$ cat config.mk
export PLATFORM = sky130hd
export DESIGN_NAME = t01_blocktype_ctrl_flat
export DESIGN_NICKNAME = d
export VERILOG_FILES = /design/src/rtl/t01_tetris_pkg.sv /design/src/rtl/t01_blocktype_ctrl_if.sv /design/src/rtl/t01_piece_lfsr.sv /design/src/rtl/t01_blocktype_ctrl.sv /design/src/flat_wrapper.sv
export SDC_FILE = /design/constraint.sdc
export NUM_CORES = 1
export LEC_CHECK = 0
export BUFFER_PORTS_ARGS = -buffer_cell sky130_fd_sc_hd__clkbuf_2
export CORE_ASPECT_RATIO = 1.1
export CORE_MARGIN = 2
export CORE_UTILIZATION = 40
export DETAILED_ROUTE_END_ITERATION = 6
export GPL_TIMING_DRIVEN = 0
export PLACE_DENSITY_LB_ADDON = 0.15
export SYNTH_ARGS = -nofsm -noshare
export SYNTH_HDL_FRONTEND = slang
export SYNTH_SLANG_ARGS = --single-unit
$ cat constraint.sdc
create_clock -name clk -period 1.98 [get_ports clk]
set_input_delay 0.495 -clock clk [delete_from_list [all_inputs] [get_ports clk]]
set_output_delay 0.495 -clock clk [all_outputs]
set_load 0.005 [all_outputs]
$ cat src/rtl/t01_tetris_pkg.sv
// Shared types and helpers for the block-type controller: piece and state
// encodings, the (piece, rotation) -> pattern code map, and the LFSR piece pick.
package t01_tetris_pkg;

    typedef enum logic [2:0] {
        PIECE_I = 3'd0,
        PIECE_O = 3'd1,
        PIECE_S = 3'd2,
        PIECE_Z = 3'd3,
        PIECE_J = 3'd4,
        PIECE_L = 3'd5,
        PIECE_T = 3'd6
    } piece_t;

    typedef enum logic [1:0] {
        ST_EMPTY  = 2'd0,
        ST_ACTIVE = 2'd1,
        ST_CHECK  = 2'd2
    } state_t;

    localparam logic [4:0]  BLOCK_NONE = 5'd31;
    localparam logic [15:0] LFSR_MASK  = 16'hB400;

    // Two-orientation pieces only flip on rot[0]; J/L/T own three extra codes each.
    function automatic logic [4:0] block_code(input piece_t piece, input logic [1:0] rot);
        logic [4:0] code;
        code = BLOCK_NONE;
        case (piece)
            PIECE_I: code = rot[0] ? 5'd7 : 5'd0;
            PIECE_O: code = 5'd1;
            PIECE_S: code = rot[0] ? 5'd8 : 5'd2;
            PIECE_Z: code = rot[0] ? 5'd9 : 5'd3;
            PIECE_J: code = (rot == 2'd0) ? 5'd4 : (5'd9 + {3'd0, rot});
            PIECE_L: code = (rot == 2'd0) ? 5'd5 : (5'd12 + {3'd0, rot});
            PIECE_T: code = (rot == 2'd0) ? 5'd6 : (5'd15 + {3'd0, rot});
            default: code = BLOCK_NONE;
        endcase
        return code;
    endfunction

    function automatic piece_t pick_piece(input logic [2:0] low);
        return (low == 3'd7) ? PIECE_I : piece_t'(low);
    endfunction

endpackage

$ cat src/rtl/t01_blocktype_ctrl_if.sv
// Command, verdict and block-code signals between the game side and the
// block-type controller; the controller uses the slave modport.
interface t01_blocktype_ctrl_if;

    logic       spawn_req;
    logic       rot_cw;
    logic       rot_ccw;
    logic       rot_ok_valid;
    logic       rot_ok;
    logic [4:0] current_block_type;
    logic [4:0] proposed_block_type;
    logic       rot_check_req;
    logic       rot_done;
    logic       rot_reject;
    logic [2:0] next_piece;
    logic       piece_valid;

    modport master (
        output spawn_req, rot_cw, rot_ccw, rot_ok_valid, rot_ok,
        input  current_block_type, proposed_block_type, rot_check_req,
               rot_done, rot_reject, next_piece, piece_valid
    );

    modport slave (
        input  spawn_req, rot_cw, rot_ccw, rot_ok_valid, rot_ok,
        output current_block_type, proposed_block_type, rot_check_req,
               rot_done, rot_reject, next_piece, piece_valid
    );

endinterface

$ cat src/rtl/t01_piece_lfsr.sv
// Free-running 16-bit Galois LFSR; its low bits are folded into a 0..6 piece index.
module t01_piece_lfsr
    import t01_tetris_pkg::*;
#(
    parameter logic [15:0] SEED = 16'hACE1
) (
    input  logic       clk,
    input  logic       n_rst,
    output logic [2:0] piece
);

    logic [15:0] lfsr_q;
    logic [15:0] lfsr_d;

    // Right-shifting Galois step; the bit shifted out selects the tap mask.
    always_comb begin
        lfsr_d = lfsr_q >> 1;
        if (lfsr_q[0]) begin
            lfsr_d = (lfsr_q >> 1) ^ LFSR_MASK;
        end else begin
            lfsr_d = lfsr_q >> 1;
        end
    end

    // LFSR state register.
    always_ff @(posedge clk or negedge n_rst) begin
        if (!n_rst) begin
            lfsr_q <= SEED;
        end else begin
            lfsr_q <= lfsr_d;
        end
    end

    assign piece = pick_piece(lfsr_q[2:0]);

endmodule

$ cat src/rtl/t01_blocktype_ctrl.sv
// Block-type producer: spawns pieces from the LFSR preview, proposes rotations
// and commits them only after the collision checker's verdict or a timeout reject.
module t01_blocktype_ctrl
    import t01_tetris_pkg::*;
#(
    parameter logic [15:0] LFSR_SEED     = 16'hACE1,
    parameter int unsigned CHECK_TIMEOUT = 15
) (
    input  logic                 clk,
    input  logic                 n_rst,
    t01_blocktype_ctrl_if.slave  bus
);

    localparam logic [3:0] TIMEOUT_LAST = 4'(CHECK_TIMEOUT - 1);

    logic [2:0] lfsr_piece_s;
    logic       rot_one_s;
    logic [1:0] rot_tgt_s;

    state_t     state_q,     state_d;
    piece_t     piece_q,     piece_d;
    piece_t     next_q,      next_d;
    logic [1:0] rot_q,       rot_d;
    logic [1:0] prop_rot_q,  prop_rot_d;
    logic [4:0] cur_q,       cur_d;
    logic [4:0] prop_q,      prop_d;
    logic [3:0] cnt_q,       cnt_d;
    logic       req_q,       req_d;
    logic       done_q,      done_d;
    logic       rej_q,       rej_d;
    logic       valid_q,     valid_d;

    t01_piece_lfsr #(
        .SEED (LFSR_SEED)
    ) u_lfsr (
        .clk   (clk),
        .n_rst (n_rst),
        .piece (lfsr_piece_s)
    );

    assign rot_one_s = bus.rot_cw ^ bus.rot_ccw;
    assign rot_tgt_s = bus.rot_cw ? (rot_q + 2'd1) : (rot_q - 2'd1);

    // Next-state and output logic; a spawn overrides every other event.
    always_comb begin
        state_d    = state_q;
        piece_d    = piece_q;
        next_d     = next_q;
        rot_d      = rot_q;
        prop_rot_d = prop_rot_q;
        cur_d      = cur_q;
        prop_d     = prop_q;
        cnt_d      = cnt_q;
        done_d     = 1'b0;
        rej_d      = 1'b0;

        if (bus.spawn_req) begin
            piece_d = next_q;
            rot_d   = 2'd0;
            cur_d   = block_code(next_q, 2'd0);
            next_d  = piece_t'(lfsr_piece_s);
            cnt_d   = 4'd0;
            state_d = ST_ACTIVE;
        end else begin
            case (state_q)
                ST_ACTIVE: begin
                    if (rot_one_s && (piece_q != PIECE_O)) begin
                        prop_d     = block_code(piece_q, rot_tgt_s);
                        prop_rot_d = rot_tgt_s;
                        cnt_d      = 4'd0;
                        state_d    = ST_CHECK;
                    end else begin
                        state_d = ST_ACTIVE;
                    end
                end
                ST_CHECK: begin
                    // A verdict landing on the timeout cycle takes precedence.
                    if (bus.rot_ok_valid) begin
                        if (bus.rot_ok) begin
                            cur_d  = prop_q;
                            rot_d  = prop_rot_q;
                            done_d = 1'b1;
                        end else begin
                            rej_d = 1'b1;
                        end
                        cnt_d   = 4'd0;
                        state_d = ST_ACTIVE;
                    end else if (cnt_q == TIMEOUT_LAST) begin
                        rej_d   = 1'b1;
                        cnt_d   = 4'd0;
                        state_d = ST_ACTIVE;
                    end else begin
                        cnt_d = cnt_q + 4'd1;
                    end
                end
                ST_EMPTY: begin
                    state_d = ST_EMPTY;
                end
                default: begin
                    state_d = ST_EMPTY;
                end
            endcase
        end

        req_d   = (state_d == ST_CHECK);
        valid_d = (state_d != ST_EMPTY);
    end

    // Controller state and registered outputs.
    always_ff @(posedge clk or negedge n_rst) begin
        if (!n_rst) begin
            state_q    <= ST_EMPTY;
            piece_q    <= PIECE_I;
            next_q     <= pick_piece(LFSR_SEED[2:0]);
            rot_q      <= 2'd0;
            prop_rot_q <= 2'd0;
            cur_q      <= BLOCK_NONE;
            prop_q     <= BLOCK_NONE;
            cnt_q      <= 4'd0;
            req_q      <= 1'b0;
            done_q     <= 1'b0;
            rej_q      <= 1'b0;
            valid_q    <= 1'b0;
        end else begin
            state_q    <= state_d;
            piece_q    <= piece_d;
            next_q     <= next_d;
            rot_q      <= rot_d;
            prop_rot_q <= prop_rot_d;
            cur_q      <= cur_d;
            prop_q     <= prop_d;
            cnt_q      <= cnt_d;
            req_q      <= req_d;
            done_q     <= done_d;
            rej_q      <= rej_d;
            valid_q    <= valid_d;
        end
    end

    assign bus.current_block_type  = cur_q;
    assign bus.proposed_block_type = prop_q;
    assign bus.rot_check_req       = req_q;
    assign bus.rot_done            = done_q;
    assign bus.rot_reject          = rej_q;
    assign bus.next_piece          = next_q;
    assign bus.piece_valid         = valid_q;

endmodule

$ cat src/flat_wrapper.sv
// flat-port wrapper written by rule: the top's interface ports become plain ports
module t01_blocktype_ctrl_flat import t01_tetris_pkg::*;
#(
    parameter logic [15:0] LFSR_SEED     = 16'hACE1,
    parameter int unsigned CHECK_TIMEOUT = 15
)
  (clk, n_rst, bus_spawn_req, bus_rot_cw, bus_rot_ccw, bus_rot_ok_valid, bus_rot_ok, bus_current_block_type, bus_proposed_block_type, bus_rot_check_req, bus_rot_done, bus_rot_reject, bus_next_piece, bus_piece_valid);
  t01_blocktype_ctrl_if bus_i ();
  input  logic clk;
  input  logic n_rst;
  input wire logic [$bits(bus_i.spawn_req)-1:0] bus_spawn_req;
  input wire logic [$bits(bus_i.rot_cw)-1:0] bus_rot_cw;
  input wire logic [$bits(bus_i.rot_ccw)-1:0] bus_rot_ccw;
  input wire logic [$bits(bus_i.rot_ok_valid)-1:0] bus_rot_ok_valid;
  input wire logic [$bits(bus_i.rot_ok)-1:0] bus_rot_ok;
  output wire logic [$bits(bus_i.current_block_type)-1:0] bus_current_block_type;
  output wire logic [$bits(bus_i.proposed_block_type)-1:0] bus_proposed_block_type;
  output wire logic [$bits(bus_i.rot_check_req)-1:0] bus_rot_check_req;
  output wire logic [$bits(bus_i.rot_done)-1:0] bus_rot_done;
  output wire logic [$bits(bus_i.rot_reject)-1:0] bus_rot_reject;
  output wire logic [$bits(bus_i.next_piece)-1:0] bus_next_piece;
  output wire logic [$bits(bus_i.piece_valid)-1:0] bus_piece_valid;
  assign bus_i.spawn_req = bus_spawn_req;
  assign bus_i.rot_cw = bus_rot_cw;
  assign bus_i.rot_ccw = bus_rot_ccw;
  assign bus_i.rot_ok_valid = bus_rot_ok_valid;
  assign bus_i.rot_ok = bus_rot_ok;
  assign bus_current_block_type = bus_i.current_block_type;
  assign bus_proposed_block_type = bus_i.proposed_block_type;
  assign bus_rot_check_req = bus_i.rot_check_req;
  assign bus_rot_done = bus_i.rot_done;
  assign bus_rot_reject = bus_i.rot_reject;
  assign bus_next_piece = bus_i.next_piece;
  assign bus_piece_valid = bus_i.piece_valid;
  t01_blocktype_ctrl #(.LFSR_SEED(LFSR_SEED), .CHECK_TIMEOUT(CHECK_TIMEOUT)) u_core (.clk(clk), .n_rst(n_rst), .bus(bus_i));
endmodule
== Word level (Yosys, flattened, before mapping) ==
Index checks and enable logic that the tools add are counted.

* $add $sub $neg: 6
* Eq/ne operators: 19
* Mux-type cells: 38
* Bitwise logic cells: 3
* Reductions and logical operators: 12

{| class="wikitable"
|+ Operators with widths
! cell !! count
|-
| case mux 5 bit (7 select lines) || 2
|-
| 2-to-1 mux 5 bit || 7
|-
| 2-to-1 mux 4 bit || 6
|-
| equality test 3 bit (second input constant) || 7
|-
| 2-to-1 mux 2 bit || 9
|-
| 2-to-1 mux 16 bit || 1
|-
| adder 4 x 2 -> 5 bit (first input constant) || 3
|-
| equality test 3 x 2 -> 1 bit (second input constant) || 4
|-
| 2-to-1 mux 1 bit || 9
|-
| case mux 4 bit (2 select lines) || 1
|-
| nonzero test 2 bit || 4
|-
| equality test 3 x 1 -> 1 bit (second input constant) || 2
|-
| zero test 3 bit || 2
|-
| 2-to-1 mux 3 bit || 2
|-
| AND reduction 3 bit || 2
|-
| adder 4 x 1 -> 4 bit (second input constant) || 1
|-
| equality test 2 bit (second input constant) || 2
|-
| equality test 4 bit (second input constant) || 1
|-
| NOT 3 -> 4 bit || 1
|-
| case mux 2 bit (2 select lines) || 1
|-
| inequality test 3 x 1 -> 1 bit (second input constant) || 1
|-
| inequality test 3 x 2 -> 1 bit (second input constant) || 1
|-
| nonzero test 3 bit || 1
|-
| adder 2 x 1 -> 2 bit (second input constant) || 1
|-
| 7 further kinds || 7
|}

* Bits in registers: 46
* Output and inout port bits: 17
* Logic and storage cells: 91

== Depth between registers and ports, before layout ==
Gate-level depths: netlist of the first run.

* Depth after elaboration: 6
* Gate-level depth with buffers: 7
* Mapped depth without buffers: 7

== Modules after synthesis ==
Synthesis of the first run repeated with hierarchy kept, for this count alone.

* Cell total of the unflattened synthesis: 170
* Area, all modules: 2020.7 um^2

{| class="wikitable"
|+ Modules (own cells, without submodules)
! module !! instances !! cells each !! area each (um^2)
|-
| t01_blocktype_ctrl || 1 || 147 || 1552.7
|-
| t01_piece_lfsr || 1 || 23 || 467.9
|}

== Least setup slack after synthesis of the first run ==
Ideal clock, no wire load.

* Kind: register to register
* Start: register u_core.piece_q[2]
* End: register u_core.prop_rot_q[1]
* Setup time: 0.125 ns
* Arrival time: 1.501 ns
* Slack: 0.354 ns
* Cell stages (with the launch flop): 6
* Period minus slack after synthesis: 1.626 ns
* Cell sequence: dfrtp_1 buf_6 or3b_4 and4b_1 buf_6 mux2_4

* Longest elaborated chain between the ends: 3

{| class="wikitable"
|+ RTL lines
! element !! line !! source
|-
| start, declared || t01_blocktype_ctrl.sv:21 || <nowiki>piece_t piece_q, piece_d;</nowiki>
|-
| start signal, assigned || t01_blocktype_ctrl.sv:126 || <nowiki>piece_q <= piece_d;</nowiki>
|-
| inequality test 3 x 1 -> 1 bit || t01_blocktype_ctrl.sv:67 || <nowiki>if (rot_one_s && (piece_q != PIECE_O)) begin</nowiki>
|-
| logical AND 1 bit || t01_blocktype_ctrl.sv:67 ||
|-
| AND reduction 3 bit (no line) || - ||
|-
| end signal, assigned || t01_blocktype_ctrl.sv:129 || <nowiki>prop_rot_q <= prop_rot_d;</nowiki>
|-
| end, declared || t01_blocktype_ctrl.sv:24 || <nowiki>logic [1:0] prop_rot_q, prop_rot_d;</nowiki>
|}

Every way passes these cells.
A chain may end at the register's enable or synchronous reset.

== Final worst setup path of the first run ==
* Start: register u_core.state_q[1]
* End: register u_core.cnt_q[2]

* Longest elaborated chain between the ends: 3

{| class="wikitable"
|+ RTL lines
! element !! line !! source
|-
| start, declared || t01_blocktype_ctrl.sv:20 || <nowiki>state_t state_q, state_d;</nowiki>
|-
| start signal, assigned || t01_blocktype_ctrl.sv:125 || <nowiki>state_q <= state_d;</nowiki>
|-
| equality test 2 bit / equality test 2 x 1 -> 1 bit (equally long branches) || t01_blocktype_ctrl.sv:65 || <nowiki>case (state_q)</nowiki>
|-
| case mux 4 bit (2 select lines) (tied with other cells) || t01_blocktype_ctrl.sv:65 ||
|-
| 2-to-1 mux 4 bit / AND reduction 2 bit (equally long branches) || - ||
|-
| end signal, assigned || t01_blocktype_ctrl.sv:132 || <nowiki>cnt_q <= cnt_d;</nowiki>
|-
| end, declared || t01_blocktype_ctrl.sv:27 || <nowiki>logic [3:0] cnt_q, cnt_d;</nowiki>
|}

Parallel ways exist; a longest one is shown, timed or not.

==> results of run 1 <==
layout make-up:
cell class	instances	area (sq um)	share of cell area, %
inverters	16	60.1	2.56
clock buffers	5	68.8	2.93
well taps	58	72.6	3.09
repair buffers	22	110	4.69
clock inverters	3	25.0	1.07
plain buffers	9	58.8	2.51
flip-flops and latches	46	1170	50.1
multi-input cells	113	777	33.1
logic make-up (layout without fill, tap and decap cells):
logic type      after synthesis  after routing  share of synthesized area, %
flops                        46             46                          56.9
simple gates                 46             46                          11.7
compound gates               42             42                          12.2
buf+inv                      25             55                          5.75
mux                          11             11                          6.06
fa+ha+maj                     8              8                          4.85
xor+xnor                      6              6                          2.54
metrics by stage:
stage | std cells | setup WS, ns
6_report | 272 | 0.135
5_1_grt | 272 | 0.0131
4_1_cts | 272 | 0.102
3_5_place_dp | 264 | 0.101
3_3_place_gp | 264 | 0.108
2_1_floorplan | 184 | 0.354
power by group through the flow:
stage	sequential, mW	combinational [mW]	clock (mW)
2_1_floorplan	1.00	0.0908	0
5_1_grt	0.995	0.169	0.640
3_5_place_dp	1.01	0.150	0
3_3_place_gp	1.01	0.146	0
6_report	0.991	0.148	0.579
4_1_cts	0.992	0.151	0.603
cell usage after synthesis (all sizes together) (2+ instances only):
master	n
a211oi	3
a21o	2
a21oi	10
buf	2
clkbuf	7
dfrtp	27
dfstp	19
ha	8
inv	16
mux2	3
mux2i	8
nand2	13
nand2b	3
nand3	6
nor2	8
nor2b	2
nor3	4
o21ai	18
o21bai	2
o22ai	2
xor2	5
metal layers:
metal / global-route usage [%] / vias to the layer above / part of all wire, %
li1: - / 682 / -
met3: 3.79 / 5 / 3.6
met4: 5.00 / 0 / 1.1
met2: 23.3 / 26 / 47
met5: 0 / - / 0
met1: 20.4 / 697 / 48
state kept, by name, summed over array words and instances, names as in the netlist, 2 cells and up:
| register | cells |
|---|---|
| u_core.state_q | 2 |
| u_core.cnt_q | 4 |
| u_core.bus.current_block_type | 5 |
| u_core.bus.proposed_block_type | 5 |
| u_core.rot_q | 2 |
| u_core.bus.next_piece | 3 |
| u_core.u_lfsr.lfsr_q | 16 |
| u_core.piece_q | 3 |
| u_core.prop_rot_q | 2 |
worst max-delay path, cell delays in order (launching register included):
cell and delay [ns]:
dfrtp_1 0.41, inv_1 0.06, ha_1 0.28, and2b_2 0.26
a311oi_2 0.43, or2b_2 0.21, o22ai_1 0.07
path summary, 6_finish.rpt:
path / cells after the start / slack (ns) / end
worst min register to register: 0 / 0.36 / u_core.u_lfsr.lfsr_q[8]
worst max register to register: 6 / 0.14 / u_core.cnt_q[2]
max in group asynchronous: 1 / 0.93 / u_core.piece_q[1]
worst max-delay path: 6 / 0.14 / u_core.cnt_q[2]
min in group asynchronous: 1 / 0.39 / u_core.state_q[0]
worst min-delay path: 0 / 0.36 / u_core.u_lfsr.lfsr_q[8]
==> results.txt, run 1 <==
worst slew pin tran = 1.09 ns
Final Skew = 0.00663 ns
fmax = 0.542 GHz
largest net degree at the start of global routing = 47
post-synthesis net count = 199
Pins Over Slew Limit = 0
Psw = 0.427 mW
cell count after synthesis = 184
vias in the first global route = 1,414
setup violators final = 0
Crit Path Max Fanout = 7
top-area cell type share of the netlist area = 32.7%
Inserted Diodes = 0
max_cap viols = 0
Setup CP Type = register to register
clock buffer depth = 2
first-pass GRT wire length = 6720 microns
P_leak = 1.10 nW
Nets = 228
Setup TNS Final = 0 ns
routed vias/inst = 5.18
CTS tree = built
Clock transition at path regs = 0.09 ns
CTS Buf Count = 5
Total Power = 1.72 mW
Clock Power Share = 33.7%
area delta synth->final = 13.6%
Worst EP required = 2.16 ns
# hold bufs at CTS = 0
crit path capture type = register
Seq pwr share = 57.7%
switching share of power = 24.9%
initial antenna violation count = 0
layout cells sized above 1 = 28.5%
sequential area share after synthesis = 56.9%
Post-synth EDFFs = 0
die height = 79.4 microns
synth unique cells = 40
row cnt = 27
via count = 1,410
Post-Syn Area = 2070 sq um
GRT Util Overall = 15.0%
status = completed
hold_sp = u_core.u_lfsr.lfsr_q[9]
CP Launch Point = u_core.state_q[1]
fin crit period = 1.84 ns
Int Pwr = 1.29 mW
Area after DPL = 2250 sq um
die width = 72.5 microns
most common cell after layout, fill and taps aside = dfrtp_1
Post-DRT Antenna Nets = 0
DRC viols = 0
CP arrival = 2.02 ns
Initial Util = 41.3%
Min-Delay Path Class = register to register
worst r2r src = u_core.state_q[1]
Hold WS = 0.356 ns
Post-CTS Resized = 0
Synth Register Bits = 46
H-tree levels = 2
Design Area, Final = 2350 sq um
Critical Path Source Type = register
most frequent cells in the layout = dfrtp_1, clkbuf_2, dfstp_2, o21ai_0, inv_1
Final Util = 46.9%
Routed WL = 3830 microns
gpl congestion = 0.779
synth top area cells = dfrtp_1, dfstp_2, ha_1
first-pass detailed-route iteration total = 4
# port buffers = 22
RSZ-0062 raised after global routing = false
Top FF cell, synth = dfrtp_1
synth warn = 0
setup bufs post-CTS = 0
total gr overflow = 0
clock latency on the worst-skew pair = 0.30 ns
Comb power frac = 8.6%
placed wire-length estimate = 2710 microns
Clock Tree Root = clkbuf_8
ys async rst share = 100%
PD cells = 732 nW/um^2
Synth area leader = dfrtp_1
core area = 5000 sq um
fillers = 497
wire length per cell after detailed routing = 14.1 microns
Clock Sinks = 46
maximum vdd ir drop = 0.560 mV
DRT iter0 DRCs = 56
die area = 5760 sq um
slew margin rel. = 27.2%
average size of a mapped cell = 11.2 sq um
final hold violation count = 0
io pins = 24
Final period util = 93.2%
(Power assumes the default switching activity.)
==> inputs of run 2 (changes only) <==
- SYNTH_HIERARCHICAL: default -> 1
==> run 2 against run 1 <==
  * Setup slack improved by 0.094 ns
  * Register-to-register slack improved by 0.09 ns
  * Design area decreased by 2.4%
  * Non-clock buffer count decreased by 1
  * Power decreased by 1.8%
  * Critical path type unchanged
  * Largest cell class unchanged
==> results.txt, run 2 <==
FF/Latch Area = 1170 sq um (unchanged)
count leader, synth = dfrtp_1
Synth Register Bits = 46 (unchanged)
fmax = 0.571 GHz (+5.4%)
Design Area, Final = 2290 sq um (-2.4%)
Worst EP required = 2.23 ns (+0.07 ns)
max_cap viols = 0 (unchanged)
post-synthesis mux area share = 4.46% (-1.6 points)
Clock Tree Root = clkbuf_8
Final Skew = 0.00424 ns (-0.00239 ns)
area delta synth->final = 13.4%
fillers = 475 (-4.4%)
CTS Buf Count = 5 (unchanged)
CP arrival = 2.00 ns (-0.02 ns)
post-synthesis simple-gate area fraction = 10.6% (-1.1 points)
core area = 4930 sq um (-1.4%)
synth top area cells = dfrtp_1, dfstp_2, ha_1
maximum vdd ir drop = 0.402 mV (-28%)
layout cells sized above 1 = 32.2% (+3.7 points)
Final period util = 88.4% (-4.7 points)
die area = 5640 sq um (-2.1%)
flop2flop setup slack = 0.23 ns (+0.09 ns)
first-pass GRT wire length = 6660 microns (-0.92%)
cell count after synthesis = 170 (-7.6%)
vias in the first global route = 1,351 (-4.5%)
H-tree levels = 2 (unchanged)
gpl congestion = 0.742 (-4.8%)
via count = 1,348 (-4.4%)
Min-Delay Path Class = register to register
DRC viols = 0 (unchanged)
DRT iter0 DRCs = 61 (+8.9%)
Largest register FFs = 16 (unchanged)
placed wire-length estimate = 2700 microns (-0.57%)
die height = 78.5 microns (-1.0%)
P_leak = 1.04 nW (-5.0%)
die width = 71.8 microns (-1.0%)
largest net degree at the start of global routing = 47 (unchanged)
hold path cells = 0 (unchanged)
ys async rst share = 100% (unchanged)
final hold violation count = 0 (unchanged)
synth cell count leaders = dfrtp_1, dfstp_2, o21ai_0
synth unique cells = 45 (+13%)
row cnt = 27 (unchanged)
Post-Syn Area = 2020 sq um (-2.2%)
Critical Path Source Type = register
io pins = 24 (unchanged)
Top FF cell, synth = dfrtp_1
Clock Sinks = 46 (unchanged)
setup violators final = 0 (unchanged)
reg2reg end = u_core/bus.proposed_block_type[2]
total gr overflow = 0 (unchanged)
wire length per cell after detailed routing = 15.2 microns (+7.7%)
# port buffers = 21 (-4.5%)
fin crit period = 1.75 ns (-0.0939 ns)
Area after DPL = 2200 sq um (-2.2%)
Crit Path Max Fanout = 5 (-2)
hold_sp = u_core/u_lfsr/lfsr_q[4]
Routed WL = 3900 microns (+1.8%)
crit path capture type = register
most flop-heavy register = u_core/u_lfsr/lfsr_q
most frequent cells in the layout = dfrtp_1, clkbuf_2, dfstp_2, o21ai_0, inv_1
Pins Over Slew Limit = 0 (unchanged)
CTS tree = built
Setup TNS Final = 0 ns (unchanged)
XOR/XNOR share of the synthesized area = 2.97% (+0.43 points)
Initial Util = 41.0% (-0.35 points)
PD cells = 736 nW/um^2 (+0.57%)
sequential area share after synthesis = 58.1% (+1.3 points)
Post-DRT Antenna Nets = 0 (unchanged)
Nets = 213 (-6.6%)
average size of a mapped cell = 11.9 sq um (+5.9%)
GRT Util Overall = 15.6% (+0.59 points)
top-area cell type share of the netlist area = 33.4% (+0.73 points)
most common cell after layout, fill and taps aside = dfrtp_1
Synth area leader = dfrtp_1
clock latency on the worst-skew pair = 0.30 ns (about the same)
largest family of logic cells by synthesized area = compound AO/OA/AOI/OAI gates
synth warn = 6 (+6)
clock buffer depth = 2 (unchanged)
RSZ-0062 raised after global routing = false
Clock transition at path regs = 0.09 ns (about the same)
Inserted Diodes = 0 (unchanged)
post-synthesis net count = 185 (-7.0%)
Setup CP Type = register to register
initial antenna violation count = 0 (unchanged)
worst slew pin tran = 1.11 ns (+0.0126 ns)
routed vias/inst = 5.25 (+1.2%)
Synth Area in Compound Gates = 15.0% (+2.8 points)
multi-input logic area = 771 sq um (-0.81%)
Hold EP = u_core/u_lfsr/lfsr_q[3]
first-pass detailed-route iteration total = 4 (unchanged)
slew margin rel. = 26.3% (-0.84 points)
status = completed
Worst Reg-to-Reg Cells = 6 (unchanged)
Post-Synth Adder-Cell Area = 4.95% (+0.11 points)
worst r2r src = u_core/rot_q[1]
Post-synth EDFFs = 0 (unchanged)
run 2: layout make-up:
cell class / count / area share [%]
Timing Repair Buffer: 21 / 4.59
Buffer: 9 / 1.58
Sequential cell: 46 / 51.3
Multi-Input combinational cell: 104 / 33.6
Tap cell: 58 / 3.17
Clock buffer: 5 / 3.00
Inverter: 11 / 1.80
Clock inverter: 3 / 0.928
run 2: worst max-delay path, stage by stage (launching register included):
cell,delay (ns)
dfrtp_1,0.41
xnor2_1,0.30
ha_1,0.36
xor2_1,0.18
a21oi_1,0.08
o221ai_1,0.21
o21a_1,0.15
run 2: logic make-up (layout without fill, tap and decap cells):
group | count (synthesis) | after routing
AOI/OAI and AO/OA | 44 | 44
xor gates and xnor gates | 6 | 6
adders and majority gates | 8 | 8
buffers and inverters | 20 | 49
DFF | 46 | 46
muxes | 8 | 8
and+or+nand+nor | 38 | 38
run 2: what timing repair did:
item | in CTS | in global routing
gates resized for setup | 0 | 1
hold buffers | 0 | 0
setup endpoints to repair | 0 | 1
buffers inserted | 0 | 0
run 2: per-stage QoR:
step           power (mW)  hold WS [ns]  instances  util [%]  setup WS [ns]
2_1_floorplan        1.08         0.199        170         -          0.354
3_5_place_dp         1.14         0.339        249      44.6         0.0298
4_1_cts              1.72         0.362        257      46.4          0.193
5_1_grt              1.78         0.368        257      46.4         0.0698
6_report             1.69         0.358        257      46.4          0.229
3_3_place_gp         1.13         0.339        249      44.6         0.0435
run 2: report_power, final:
part           internal, mW  switching (mW)
sequential            0.971          0.0153
clock                 0.248           0.322
combinational        0.0497          0.0803
total                  1.27           0.418
run 2: worst max path at each step:
stage          depth (start not counted)  slack (ns)               from                                end
4_1_cts                                6        0.19  u_core/state_q[0]   u_core/bus.current_block_type[2]
3_3_place_gp                           7        0.04         bus_rot_cw  u_core/bus.proposed_block_type[2]
5_1_grt                                5        0.07  u_core/state_q[0]   u_core/bus.current_block_type[1]
6_report                               6        0.23    u_core/rot_q[1]  u_core/bus.proposed_block_type[2]
3_5_place_dp                           7        0.03         bus_rot_cw  u_core/bus.proposed_block_type[2]
2_1_floorplan                          6        0.35         bus_rot_cw  u_core/bus.proposed_block_type[2]
run 2: per-layer routing:
layer / wire, microns / track usage, %
met3: 187 / 4.36
met1: 1880 / 21.5
met2: 1780 / 22.9
met5: 0 / 0
met4: 48 / 6.60
